==> src/rtl/otter_uart_pkg.sv <==
// rtl/otter_uart_pkg.sv - shared types and divisor helper for the OTTER UART transmitter
package otter_uart_pkg;

   typedef enum logic [1:0] {
      IDLE  = 2'd0,
      START = 2'd1,
      DATA  = 2'd2,
      STOP  = 2'd3
   } uart_tx_state_t;

   localparam int DIV_MAX = 65535;
   localparam int DIV_W   = $clog2(DIV_MAX + 1);

   // Rounded to nearest so the bit period error stays under half a clock.
   function automatic int calc_div(input int clk_freq, input int baud);
      return (clk_freq + baud / 2) / baud;
   endfunction

endpackage

==> src/rtl/otter_sync_fifo.sv <==
// rtl/otter_sync_fifo.sv - small synchronous FIFO with wrap-bit pointers
module otter_sync_fifo #(
   parameter int WIDTH = 8,
   parameter int DEPTH = 4
) (
   input  logic             CLK,
   input  logic             RST,
   input  logic             push,
   input  logic             pop,
   input  logic [WIDTH-1:0] din,
   output logic [WIDTH-1:0] dout,
   output logic             full,
   output logic             empty
);

   localparam int AW = $clog2(DEPTH);

   logic [AW:0]      wr_ptr_q, wr_ptr_d;
   logic [AW:0]      rd_ptr_q, rd_ptr_d;
   logic [WIDTH-1:0] mem_q [DEPTH];
   logic             do_push;
   logic             do_pop;

   // The extra pointer bit separates full from empty when the indices match.
   assign full    = (wr_ptr_q[AW] != rd_ptr_q[AW]) && (wr_ptr_q[AW-1:0] == rd_ptr_q[AW-1:0]);
   assign empty   = (wr_ptr_q == rd_ptr_q);
   assign do_push = push && !full;
   assign do_pop  = pop && !empty;
   assign dout    = mem_q[rd_ptr_q[AW-1:0]];

   always_comb begin
      wr_ptr_d = wr_ptr_q;
      rd_ptr_d = rd_ptr_q;
      if (do_push) wr_ptr_d = wr_ptr_q + {{AW{1'b0}}, 1'b1};
      if (do_pop)  rd_ptr_d = rd_ptr_q + {{AW{1'b0}}, 1'b1};
   end

   always_ff @(posedge CLK or posedge RST) begin
      if (RST) begin
         wr_ptr_q <= '0;
         rd_ptr_q <= '0;
      end else begin
         wr_ptr_q <= wr_ptr_d;
         rd_ptr_q <= rd_ptr_d;
      end
   end

   always_ff @(posedge CLK) begin
      if (do_push) mem_q[wr_ptr_q[AW-1:0]] <= din;
   end

endmodule

==> src/rtl/otter_uart_tx.sv <==
// rtl/otter_uart_tx.sv - buffered 8N1-style UART transmitter for the OTTER wrapper
module otter_uart_tx
   import otter_uart_pkg::*;
#(
   parameter int CLK_FREQ   = 100_000_000,
   parameter int BAUD       = 115_200,
   parameter int DATA_BITS  = 8,
   parameter int STOP_BITS  = 1,
   parameter int FIFO_DEPTH = 4
) (
   input  logic                 CLK,
   input  logic                 RST,
   input  logic [DATA_BITS-1:0] TX_DATA,
   input  logic                 TX_VALID,
   output logic                 TX_READY,
   output logic                 TX,
   output logic                 BUSY
);

   localparam int DIV   = calc_div(CLK_FREQ, BAUD);
   localparam int CNT_W = DIV_W + 1;
   localparam logic [CNT_W-1:0] BIT_LAST  = CNT_W'(DIV - 1);
   localparam logic [CNT_W-1:0] STOP_LAST = CNT_W'(STOP_BITS * DIV - 1);
   localparam logic [2:0]       IDX_LAST  = 3'(DATA_BITS - 1);

   uart_tx_state_t       state_q, state_d;
   logic [CNT_W-1:0]     cnt_q, cnt_d;
   logic [2:0]           idx_q, idx_d;
   logic [DATA_BITS-1:0] shift_q, shift_d;
   logic                 tx_q, tx_d;

   logic                 fifo_full;
   logic                 fifo_empty;
   logic                 fifo_pop;
   logic [DATA_BITS-1:0] fifo_dout;

   otter_sync_fifo #(
      .WIDTH (DATA_BITS),
      .DEPTH (FIFO_DEPTH)
   ) u_fifo (
      .CLK   (CLK),
      .RST   (RST),
      .push  (TX_VALID),
      .pop   (fifo_pop),
      .din   (TX_DATA),
      .dout  (fifo_dout),
      .full  (fifo_full),
      .empty (fifo_empty)
   );

   assign TX_READY = !fifo_full;
   assign TX       = tx_q;
   assign BUSY     = (state_q != IDLE) || !fifo_empty;

   always_comb begin
      state_d  = state_q;
      cnt_d    = cnt_q + CNT_W'(1);
      idx_d    = idx_q;
      shift_d  = shift_q;
      tx_d     = tx_q;
      fifo_pop = 1'b0;
      case (state_q)
         IDLE: begin
            cnt_d = '0;
            tx_d  = 1'b1;
            if (!fifo_empty) begin
               fifo_pop = 1'b1;
               shift_d  = fifo_dout;
               state_d  = START;
               tx_d     = 1'b0;
            end
         end
         START: begin
            if (cnt_q == BIT_LAST) begin
               cnt_d   = '0;
               idx_d   = '0;
               state_d = DATA;
               tx_d    = shift_q[0];
            end
         end
         DATA: begin
            if (cnt_q == BIT_LAST) begin
               cnt_d = '0;
               if (idx_q == IDX_LAST) begin
                  state_d = STOP;
                  tx_d    = 1'b1;
               end else begin
                  shift_d = shift_q >> 1;
                  idx_d   = idx_q + 3'd1;
                  tx_d    = shift_q[1];
               end
            end
         end
         STOP: begin
            // A queued byte starts its frame on the very next edge: no idle gap.
            if (cnt_q == STOP_LAST) begin
               cnt_d = '0;
               if (!fifo_empty) begin
                  fifo_pop = 1'b1;
                  shift_d  = fifo_dout;
                  state_d  = START;
                  tx_d     = 1'b0;
               end else begin
                  state_d = IDLE;
                  tx_d    = 1'b1;
               end
            end
         end
         default: begin
            state_d = IDLE;
            tx_d    = 1'b1;
         end
      endcase
   end

   always_ff @(posedge CLK or posedge RST) begin
      if (RST) begin
         state_q <= IDLE;
         cnt_q   <= '0;
         idx_q   <= '0;
         shift_q <= '0;
         tx_q    <= 1'b1;
      end else begin
         state_q <= state_d;
         cnt_q   <= cnt_d;
         idx_q   <= idx_d;
         shift_q <= shift_d;
         tx_q    <= tx_d;
      end
   end

endmodule
==> config.mk <==
export PLATFORM = sky130hd
export DESIGN_NAME = otter_uart_tx
export DESIGN_NICKNAME = d
export VERILOG_FILES = /design/src/rtl/otter_uart_pkg.sv /design/src/rtl/otter_sync_fifo.sv /design/src/rtl/otter_uart_tx.sv
export SDC_FILE = /design/constraint.sdc
export NUM_CORES = 1
export LEC_CHECK = 0
export BUFFER_PORTS_ARGS = -buffer_cell sky130_fd_sc_hd__buf_2
export CORE_MARGIN = 2
export CORE_UTILIZATION = 61
export DETAILED_ROUTE_END_ITERATION = 16
export GPL_ROUTABILITY_DRIVEN = 1
export PLACE_DENSITY = 0.79
export SYNTH_ARGS = -nofsm -noshare
export SYNTH_HDL_FRONTEND = slang
export SYNTH_SLANG_ARGS = --single-unit
==> constraint.sdc <==
create_clock -name CLK -period 2.8 [get_ports CLK]
set_input_delay 0.28 -clock CLK [delete_from_list [all_inputs] [get_ports CLK]]
set_output_delay 0.28 -clock CLK [all_outputs]
set_load 0.05 [all_outputs]
==> summary.txt, run 1 <==
number of max-cap violations: 0
Clk network pwr share: 21.5%
Post-synth EDFFs: 32
Synth Area per Inst: 13.57 um^2
status: finished, final reports clean
DRT Pass-1 Iters: 5
Pwr per Cell Area: 1058 nW/um^2
area grow syn2layout: 10.01%
Post-Syn Instances: 245
top-area cell type share of the netlist area: 28.89%
IO Count: 14
Max Slew Vio Count: 0
Core Util, Final: 70.73%
Setup Viol. Count Final: 0
sw power: 0.001368 W
Reg2Reg Depth: 5
Setup CP Type: register to register
clock tree sinks: 69
DP Wirelength: 3941 um
Yosys warnings: 0
H-tree depth: 3
syn nets: 269
sw frac: 35.36%
maximum vdd drop: 0.8332 mV
layout cell share with drive strength beyond 1: 24.81%
remaining routing DRC violations: 0
Crit. End Element: register
crit start category: register
hold_ws: 0.1457 ns
cell with the most instances after synthesis: dfrtp_1
total gr overflow: 0
Starting Density: 64.30%
CTS tree: built
sequential fraction of the synthesis area: 56.77%
chip height: 77.84 um
relative slew slack: 56.89%
die area: 6058 um^2
first-pass GRT wire length: 9466 um
internal power: 0.002501 W
Initial DRC Count: 134
Worst R2R Setup Slack: 0.55 ns
Post-Syn Area: 3326 um^2
via count: 1973
layout net count: 289
leakage power: 1.484 nW
Max clock buf depth: 2
synth unique cells: 46
synth top area cells: edfxtp_1 (29%), dfrtp_1 (27%), mux4_2 (5.4%)
initial antenna violation count: 0
Worst Path Arrival: 2.48 ns
Detail Route Antenna Nets: 0
total track usage: 20.87%
Final min period: 2.253 ns
CP required: 3.03 ns
die width: 77.84 um
Setup TNS: 0 ns
port bufs: 13
fillers: 337
Root Buffer: clkbuf_8
RSZ-0062 raised after global routing: no
Fin. Hold Viols: 0
Worst Hold Depth: 1
fmax: 443.8 MHz
Core ar.: 5172 um^2
asr flop ratio synth: 53.62%
largest net degree at the start of global routing: 26
drt wl/cell: 16.93 um
flip-flop and latch count after synthesis: 69
Synth area leader: edfxtp_1
Worst-Margin Slew: 0.6466 ns
hold crit path type: input pin to register
Total Power: 0.003869 W
Layout Skew: 0.006681 ns
Placer Congestion: 0.8373
Synth top cells by count: dfrtp_1 (36), edfxtp_1 (32), nor2_1 (22)
vias in the first global route: 1928
period utilization: 80.47%
Flop pwr share: 39.1%
Gate power share: 39.3%
prevailing post-synth register cell: dfrtp_1
post-DR vias/cell: 5.803
Worst-Skew Late Latency: 0.34 ns
Site Rows: 26
CP max FO: 18
post-CTS setup buffers: 0
DRT Wirelength: 5756 um
CTS buffer count: 9
clock-pin slew on the worst setup and hold paths: 0.08 ns
antenna cell count: 0
layout make-up:
| type | instances | area, um^2 | area share [%] |
|---|---|---|---|
| repair buffers | 18 | 105.1 | 2.873 |
| clock inverters | 7 | 82.58 | 2.257 |
| inverters | 8 | 30.03 | 0.8208 |
| well taps | 70 | 87.58 | 2.394 |
| flip-flops and latches | 69 | 1888 | 51.61 |
| clock buffers | 9 | 123.9 | 3.386 |
| multi-input cells | 159 | 1341 | 36.66 |
registers in the layout, indices dropped and copies added (netlist names):
| name | flops |
|---|---|
| TX | 1 |
| shift_q | 8 |
| cnt_q | 17 |
| u_fifo.wr_ptr_q | 3 |
| u_fifo.mem_q | 32 |
| state_q | 2 |
| u_fifo.rd_ptr_q | 3 |
| idx_q | 3 |
cell families (layout without fill, tap and decap cells):
family	count (synthesis)	after routing	synth area share, %
adders and majority gates	13	13	4.891
and+or+nand+nor	78	78	12.98
buffers and inverters	17	42	2.897
muxes	25	25	12.08
AOI/OAI and AO/OA	22	22	4.853
xor gates and xnor gates	21	21	5.531
DFF	69	69	56.77
worst paths after layout:
kind,from,to
worst min register to register,TX$_DFFE_PP1P_,TX$_DFFE_PP1P_
min in group asynchronous,RST,idx_q[1]$_DFFE_PP0P_
worst min-delay path,TX_DATA[4],u_fifo.mem_q[2][4]$_DFFE_PP_
worst max-delay path,state_q[0]$_DFFE_PP0P_,shift_q[6]$_DFFE_PP0P_
worst max register to register,state_q[0]$_DFFE_PP0P_,shift_q[6]$_DFFE_PP0P_
max in group asynchronous,RST,u_fifo.rd_ptr_q[0]$_DFFE_PP0P_
routing by layer:
metal | up-vias | part of all wire [%] | track usage (%)
li1 | 948 | - | -
met1 | 965 | 48 | 29.46
met2 | 42 | 46 | 30.34
met3 | 18 | 3.5 | 4.419
met4 | 0 | 2.7 | 11.43
met5 | - | 0 | 0
worst max-delay path, stage by stage (launching register included):
cell and delay [ns]:
dfrtp_1 0.37, inv_1 0.11, ha_1 0.44, nor3_1 0.41, o211a_1 0.47, mux2_4 0.34
through the flow:
| step | area [um^2] | instances | setup WS (ns) |
|---|---|---|---|
| final | 3659 | 340 | 0.5468 |
| after global placement | 3442 | 323 | 0.6427 |
| after detailed placement | 3442 | 323 | 0.5840 |
| after floorplan | 3326 | 245 | 0.8542 |
| after global routing | 3659 | 340 | 0.4011 |
| after CTS | 3659 | 340 | 0.5712 |
what timing repair did:
| item | in CTS | in global routing |
|---|---|---|
| gates resized for setup | 0 | 0 |
| hold buffers | 1 | 0 |
| endpoints found under the hold margin | 11 | 0 |
power by group through the flow:
stage / Clock [W] / Combinational [W] / Sequential [W]
finish: 0.000833 / 0.00152 / 0.00151
global route: 0.000885 / 0.00167 / 0.00155
CTS: 0.000850 / 0.00153 / 0.00151
detailed placement: 0 / 0.00153 / 0.00152
global placement: 0 / 0.00148 / 0.00151
floorplan: 0 / 0.00126 / 0.00149
cell usage in the layout (no fill, tap or decap), drive strengths merged, types with 2 or more instances in the layout:
cell,synthesis,layout
or4,2,2
and4,3,3
ha,13,13
xor2,8,8
clkbuf,1,9
a21oi,3,3
nor2b,2,2
and3,3,3
nand4,8,8
a22o,3,3
dfrtp,36,36
edfxtp,32,32
mux2,17,17
o211a,2,2
inv,8,11
o31ai,2,2
clkinvlp,0,2
nand2,10,10
mux4,8,8
nand2b,3,3
nor3,2,2
nor2,22,22
nor4,5,5
nand3,10,10
o21ai,6,6
and2,4,4
xnor2,13,13
buf,8,17
Power figures use the tool's default switching activity.
==> inputs of run 2 (changes only) <==
Settings changed: CORE_UTILIZATION 61 to 55, PLACE_DENSITY 0.79 to 0.75.
Clock period 2.8 ns to 2 ns, I/O delays scaled along.
==> run 2 against run 1 <==
Net effect: clock-buffer cell count is the same; global-route usage shrank 0.86 points; cell count grew 6.2%; core utilization shrank 6.0 points; via count grew 2.4%; cell area grew 4.2%; highest routed layer unchanged.
==> summary.txt, run 2 (synthesized netlist as in run 1, its figures left out) <==
Max clock buf depth: 2
Setup TNS: 0 ns
CP required: 2.23 ns
Worst path max stage delay: 0.41 ns
total gr overflow: 0
Crit. End Element: register
Reg2Reg Depth: 6
first-pass GRT wire length: 9756 um
drt wl/cell: 16.15 um
CTS buffer count: 9
vias in the first global route: 2046
Setup Viol. Count Final: 0
area grow syn2layout: 14.64%
H-tree depth: 3
relative slew slack: 69.00%
port bufs: 13
antenna cell count: 0
Max Used Layer: met4
chip height: 81.76 um
Worst Path Arrival: 2.18 ns
via count: 2021
Core Util, Final: 64.77%
die area: 6685 um^2
Worst-Skew Late Latency: 0.35 ns
WL met3: 231 um
IO Count: 14
Core ar.: 5886 um^2
remaining routing DRC violations: 0
crit start category: register
worst r2r src: state_q[1]$_DFFE_PP0P_
met2 routed WL: 2887 um
post-DR vias/cell: 5.598
largest net degree at the start of global routing: 38
maximum vdd drop: 0.9692 mV
Fin. Hold Viols: 0
CP max FO: 8
total track usage: 20.01%
Placer Congestion: 0.8673
Root Buffer: clkbuf_8
commonest non-fill, non-tap cell in the layout: dfrtp_1
Final min period: 1.949 ns
Largest register FFs: 32
Worst Hold Depth: 1
initial antenna violation count: 0
reg2reg end: shift_q[4]$_DFFE_PP0P_
hold crit path type: input pin to register
Max Slew Vio Count: 0
clock tree sinks: 69
most frequent cells in the layout: dfrtp_1 (36), edfxtp_1 (32), nor2_1 (22)
met1 WL: 2644 um
DRT Wirelength: 5831 um
Starting Density: 56.51%
CP max stage cell: dfrtp_1
status: finished, final reports clean
Setup CP Type: register to register
Worst-Margin Slew: 0.4650 ns
leakage power: 1.570 nW
Pwr per Cell Area: 1478 nW/um^2
min-delay src: TX_DATA[5]
CTS tree: built
crit-path cells: buf_4, ha_1, nor3_1, o211a_1, buf_12, mux2_4
DP Wirelength: 4082 um
layout net count: 305
sink of the worst hold path: u_fifo.mem_q[1][5]$_DFFE_PP_
DRT Pass-1 Iters: 4
die width: 81.76 um
period utilization: 97.47%
fillers: 431
fmax: 513.0 MHz
Site Rows: 28
clock-pin slew on the worst setup and hold paths: 0.08 ns
RSZ-0062 raised after global routing: no
Layout Skew: 0.007719 ns
number of max-cap violations: 0
layout cell share with drive strength beyond 1: 29.72%
Worst R2R Setup Slack: 0.05 ns
Detail Route Antenna Nets: 0
Initial DRC Count: 130
==> run 2: changes by cell type in the layout (fill, tap and decap cells not counted), sizes merged <==
cell / before / now
clkinvlp: 2 / 3
inv: 11 / 10
buf: 17 / 32
clkbuf: 9 / 10
==> run 2: area by class of cell <==
cell class | count | area [um^2] | share of cell area [%]
Sequential cell | 69 | 1888 | 49.52
Multi-Input combinational cell | 159 | 1363 | 35.74
Clock buffer | 9 | 123.9 | 3.249
Timing Repair Buffer | 34 | 240.2 | 6.301
Clock inverter | 7 | 73.82 | 1.936
Inverter | 8 | 30.03 | 0.7877
Tap cell | 75 | 93.84 | 2.461
==> run 2: routing by layer <==
layer	vias up	GRT usage, %
li1	976	-
met1	996	25.42
met2	40	31.79
met3	9	6.813
met4	0	7.667
met5	-	0
==> run 2: timing repair <==
item,4_1_cts,5_1_grt
gates resized for setup,0,6
hold endpoints to repair,36,0
hold buffers,1,0
endpoints found under the setup margin,0,10
buffers inserted,0,2
==> run 2: worst max-delay path: cells and delay by family (launching register included) <==
| family | cells | cell delay, ns |
|---|---|---|
| fa+ha+maj | 1 | 0.21 |
| mux | 1 | 0.30 |
| flops | 1 | 0.41 |
| buf+inv | 2 | 0.30 |
| compound gates | 1 | 0.24 |
| simple gates | 1 | 0.37 |
==> run 2: where the power goes <==
group | total, W | switching [W] | internal (W)
logic | 0.00239 | 0.00116 | 0.00123
clock network | 0.00114 | 0.000556 | 0.000579
registers | 0.00211 | 0.000226 | 0.00188
==> run 2: worst max-delay path by stage <==
stage	startpoint	end	slack (ns)
2_1_floorplan	state_q[0]$_DFFE_PP0P_	state_q[1]$_DFFE_PP0P_	0.05
3_3_place_gp	state_q[1]$_DFFE_PP0P_	state_q[1]$_DFFE_PP0P_	0.14
3_5_place_dp	state_q[1]$_DFFE_PP0P_	state_q[1]$_DFFE_PP0P_	0.08
4_1_cts	cnt_q[0]$_DFF_PP0_	shift_q[4]$_DFFE_PP0P_	0.06
5_1_grt	state_q[0]$_DFFE_PP0P_	state_q[1]$_DFFE_PP0P_	0.01
6_report	state_q[1]$_DFFE_PP0P_	shift_q[4]$_DFFE_PP0P_	0.05
==> run 2: through the flow <==
step / area [um^2] / setup slack [ns] / total power [W] / cells / hold WS [ns]
3_5_place_dp: 3566 / 0.08017 / 0.004460 / 342 / 0.3335
6_report: 3812 / 0.05063 / 0.005635 / 361 / 0.06496
2_1_floorplan: 3326 / 0.05417 / 0.003852 / 245 / 0.2989
5_1_grt: 3812 / 0.01153 / 0.005996 / 361 / 0.05035
3_3_place_gp: 3566 / 0.1434 / 0.004365 / 342 / 0.3329
4_1_cts: 3774 / 0.06097 / 0.005606 / 359 / 0.04577
==> inputs of run 3 (changes only) <==
==> constraint.sdc (replaced) <==
create_clock -name CLK -period 2 [get_ports CLK]
set_input_delay 0.1 -clock CLK [delete_from_list [all_inputs] [get_ports CLK]]
set_output_delay 0.1 -clock CLK [all_outputs]
set_load 0.05 [all_outputs]
==> run 3 against run 2 <==
Net effect: die area did not move; sequential power about the same; clock power about the same; worst hold slack improved by 0.20 ns; global-route usage rose by 0.69 points; fmax up 1.2%; register-to-register slack improved by 0.02 ns; power hardly changed; highest routed layer unchanged; cell count increased by 2.2%; first-iteration DRC count unchanged.
==> summary.txt, run 3 (synthesized netlist as in run 1, its figures left out) <==
leakage power: 1.598 nW
post-DR vias/cell: 5.542
crit start category: register
CP max FO: 8
DP Wirelength: 4082 um
multi-input combinational cell area: 1353 um^2
status: finished, final reports clean
period utilization: 96.35%
Site Rows: 28
Worst-Margin Slew: 0.4819 ns
Setup CP Type: register to register
Starting Density: 56.51%
Total Power: 0.005639 W
antenna cell count: 0
largest net degree at the start of global routing: 38
Buf/Inv on CP: 2
vias in the first global route: 2102
hold crit path type: input pin to register
Placer Congestion: 0.8673
most frequent cells in the layout: dfrtp_1 (36), edfxtp_1 (32), nor2_1 (22)
layout net count: 313
DRT Wirelength: 6063 um
fmax: 519.0 MHz
Max clock buf depth: 2
Layout Skew: 0.009122 ns
via count: 2045
Setup Viol. Count Final: 0
die area: 6685 um^2
Largest register FFs: 32
relative slew slack: 67.88%
number of max-cap violations: 0
Worst-Skew Late Latency: 0.35 ns
Setup TNS: 0 ns
Fin. Hold Viols: 0
RSZ-0062 raised after global routing: no
drt wl/cell: 16.43 um
Initial DRC Count: 130
Sequential Area: 1888 um^2
clock tree sinks: 69
chip height: 81.76 um
area grow syn2layout: 16.67%
fillers: 419
die width: 81.76 um
crit-path cells: buf_4, ha_1, nor3_1, o211a_1, buf_12, mux2_4
total gr overflow: 0
total track usage: 20.70%
first-pass GRT wire length: 10040 um
DRT Pass-1 Iters: 5
H-tree depth: 3
CP max stage cell: dfrtp_1
Worst path top cell family by delay: flip-flops
CTS buffer count: 9
Pwr per Cell Area: 1453 nW/um^2
Worst Path Arrival: 2.16 ns
IO Count: 14
commonest non-fill, non-tap cell in the layout: dfrtp_1
Worst path max stage delay: 0.42 ns
clock-pin slew on the worst setup and hold paths: 0.08 ns
CTS tree: built
maximum vdd drop: 0.9533 mV
Detail Route Antenna Nets: 0
Root Buffer: clkbuf_8
layout cell share with drive strength beyond 1: 28.23%
Core ar.: 5886 um^2
Crit. End Element: register
Max Slew Vio Count: 0
port bufs: 13
remaining routing DRC violations: 0
Final min period: 1.927 ns
initial antenna violation count: 0
CP required: 2.24 ns
-- run 3: cell types whose count changed in the layout (fill, tap and decap cells not counted) --
cell | before | now
clkbuf_4 | 1 | 0
ha_2 | 1 | 0
xnor2_1 | 12 | 13
xnor2_2 | 1 | 0
dlygate4sd3_1 | 1 | 9
ha_1 | 12 | 13
buf_2 | 12 | 13
-- run 3: power breakdown --
group / switching, W / internal [W]
logic: 0.00117 / 0.00122
clock network: 0.000564 / 0.000580
registers: 0.000226 / 0.00188
-- run 3: layout make-up --
class	instances	share of cell area [%]
clock inverter	7	1.903
timing repair buffer	42	8.191
clock buffer	9	3.193
inverter	8	0.7739
tap	75	2.419
multi-input combinational	159	34.86
sequential	69	48.66
-- run 3: worst paths after layout --
kind	from	to	slack (ns)	depth (start not counted)
worst max register to register	state_q[1]$_DFFE_PP0P_	shift_q[2]$_DFFE_PP0P_	0.07	6
worst min-delay path	TX_VALID	u_fifo.wr_ptr_q[0]$_DFFE_PP0P_	0.27	5
worst max-delay path	state_q[1]$_DFFE_PP0P_	shift_q[2]$_DFFE_PP0P_	0.07	6
min in group asynchronous	RST	idx_q[0]$_DFFE_PP0P_	0.39	4
worst min register to register	TX$_DFFE_PP1P_	TX$_DFFE_PP1P_	0.47	2
max in group asynchronous	RST	TX$_DFFE_PP1P_	1.27	4
-- run 3: metrics by stage --
step	std cells	hold slack (ns)	setup slack [ns]	cell area (um^2)	utilization [%]
after floorplan	245	0.1989	0.05417	3326	-
after global placement	342	0.2329	0.1434	3566	60.59
after detailed placement	342	0.2335	0.08017	3566	60.59
after CTS	367	0.2491	0.06097	3854	65.48
after global routing	369	0.2824	0.006710	3880	65.92
final	369	0.2655	0.07304	3880	65.92
-- run 3: per-layer routing --
layer / vias to the layer above / global-route usage (%) / routed length [um]
li1: 995 / - / -
met4: 0 / 7.667 / 78
met5: - / 0 / 0
met2: 55 / 33.82 / 3060
met1: 986 / 25.72 / 2645
met3: 9 / 6.813 / 278
-- run 3: what timing repair did --
action | CTS | global route
setup endpoints to repair | 0 | 9
gates resized for setup | 0 | 3
hold buffers | 9 | 0
buffers inserted | 0 | 2
hold endpoints to repair | 68 | 0
-- run 3: worst register-to-register path, cell delays in order, from the launching register on --
cell     delay (ns)
dfrtp_1        0.42
buf_4          0.16
ha_1           0.21
nor3_1         0.34
o211a_1        0.24
buf_12         0.15
mux2_4         0.31
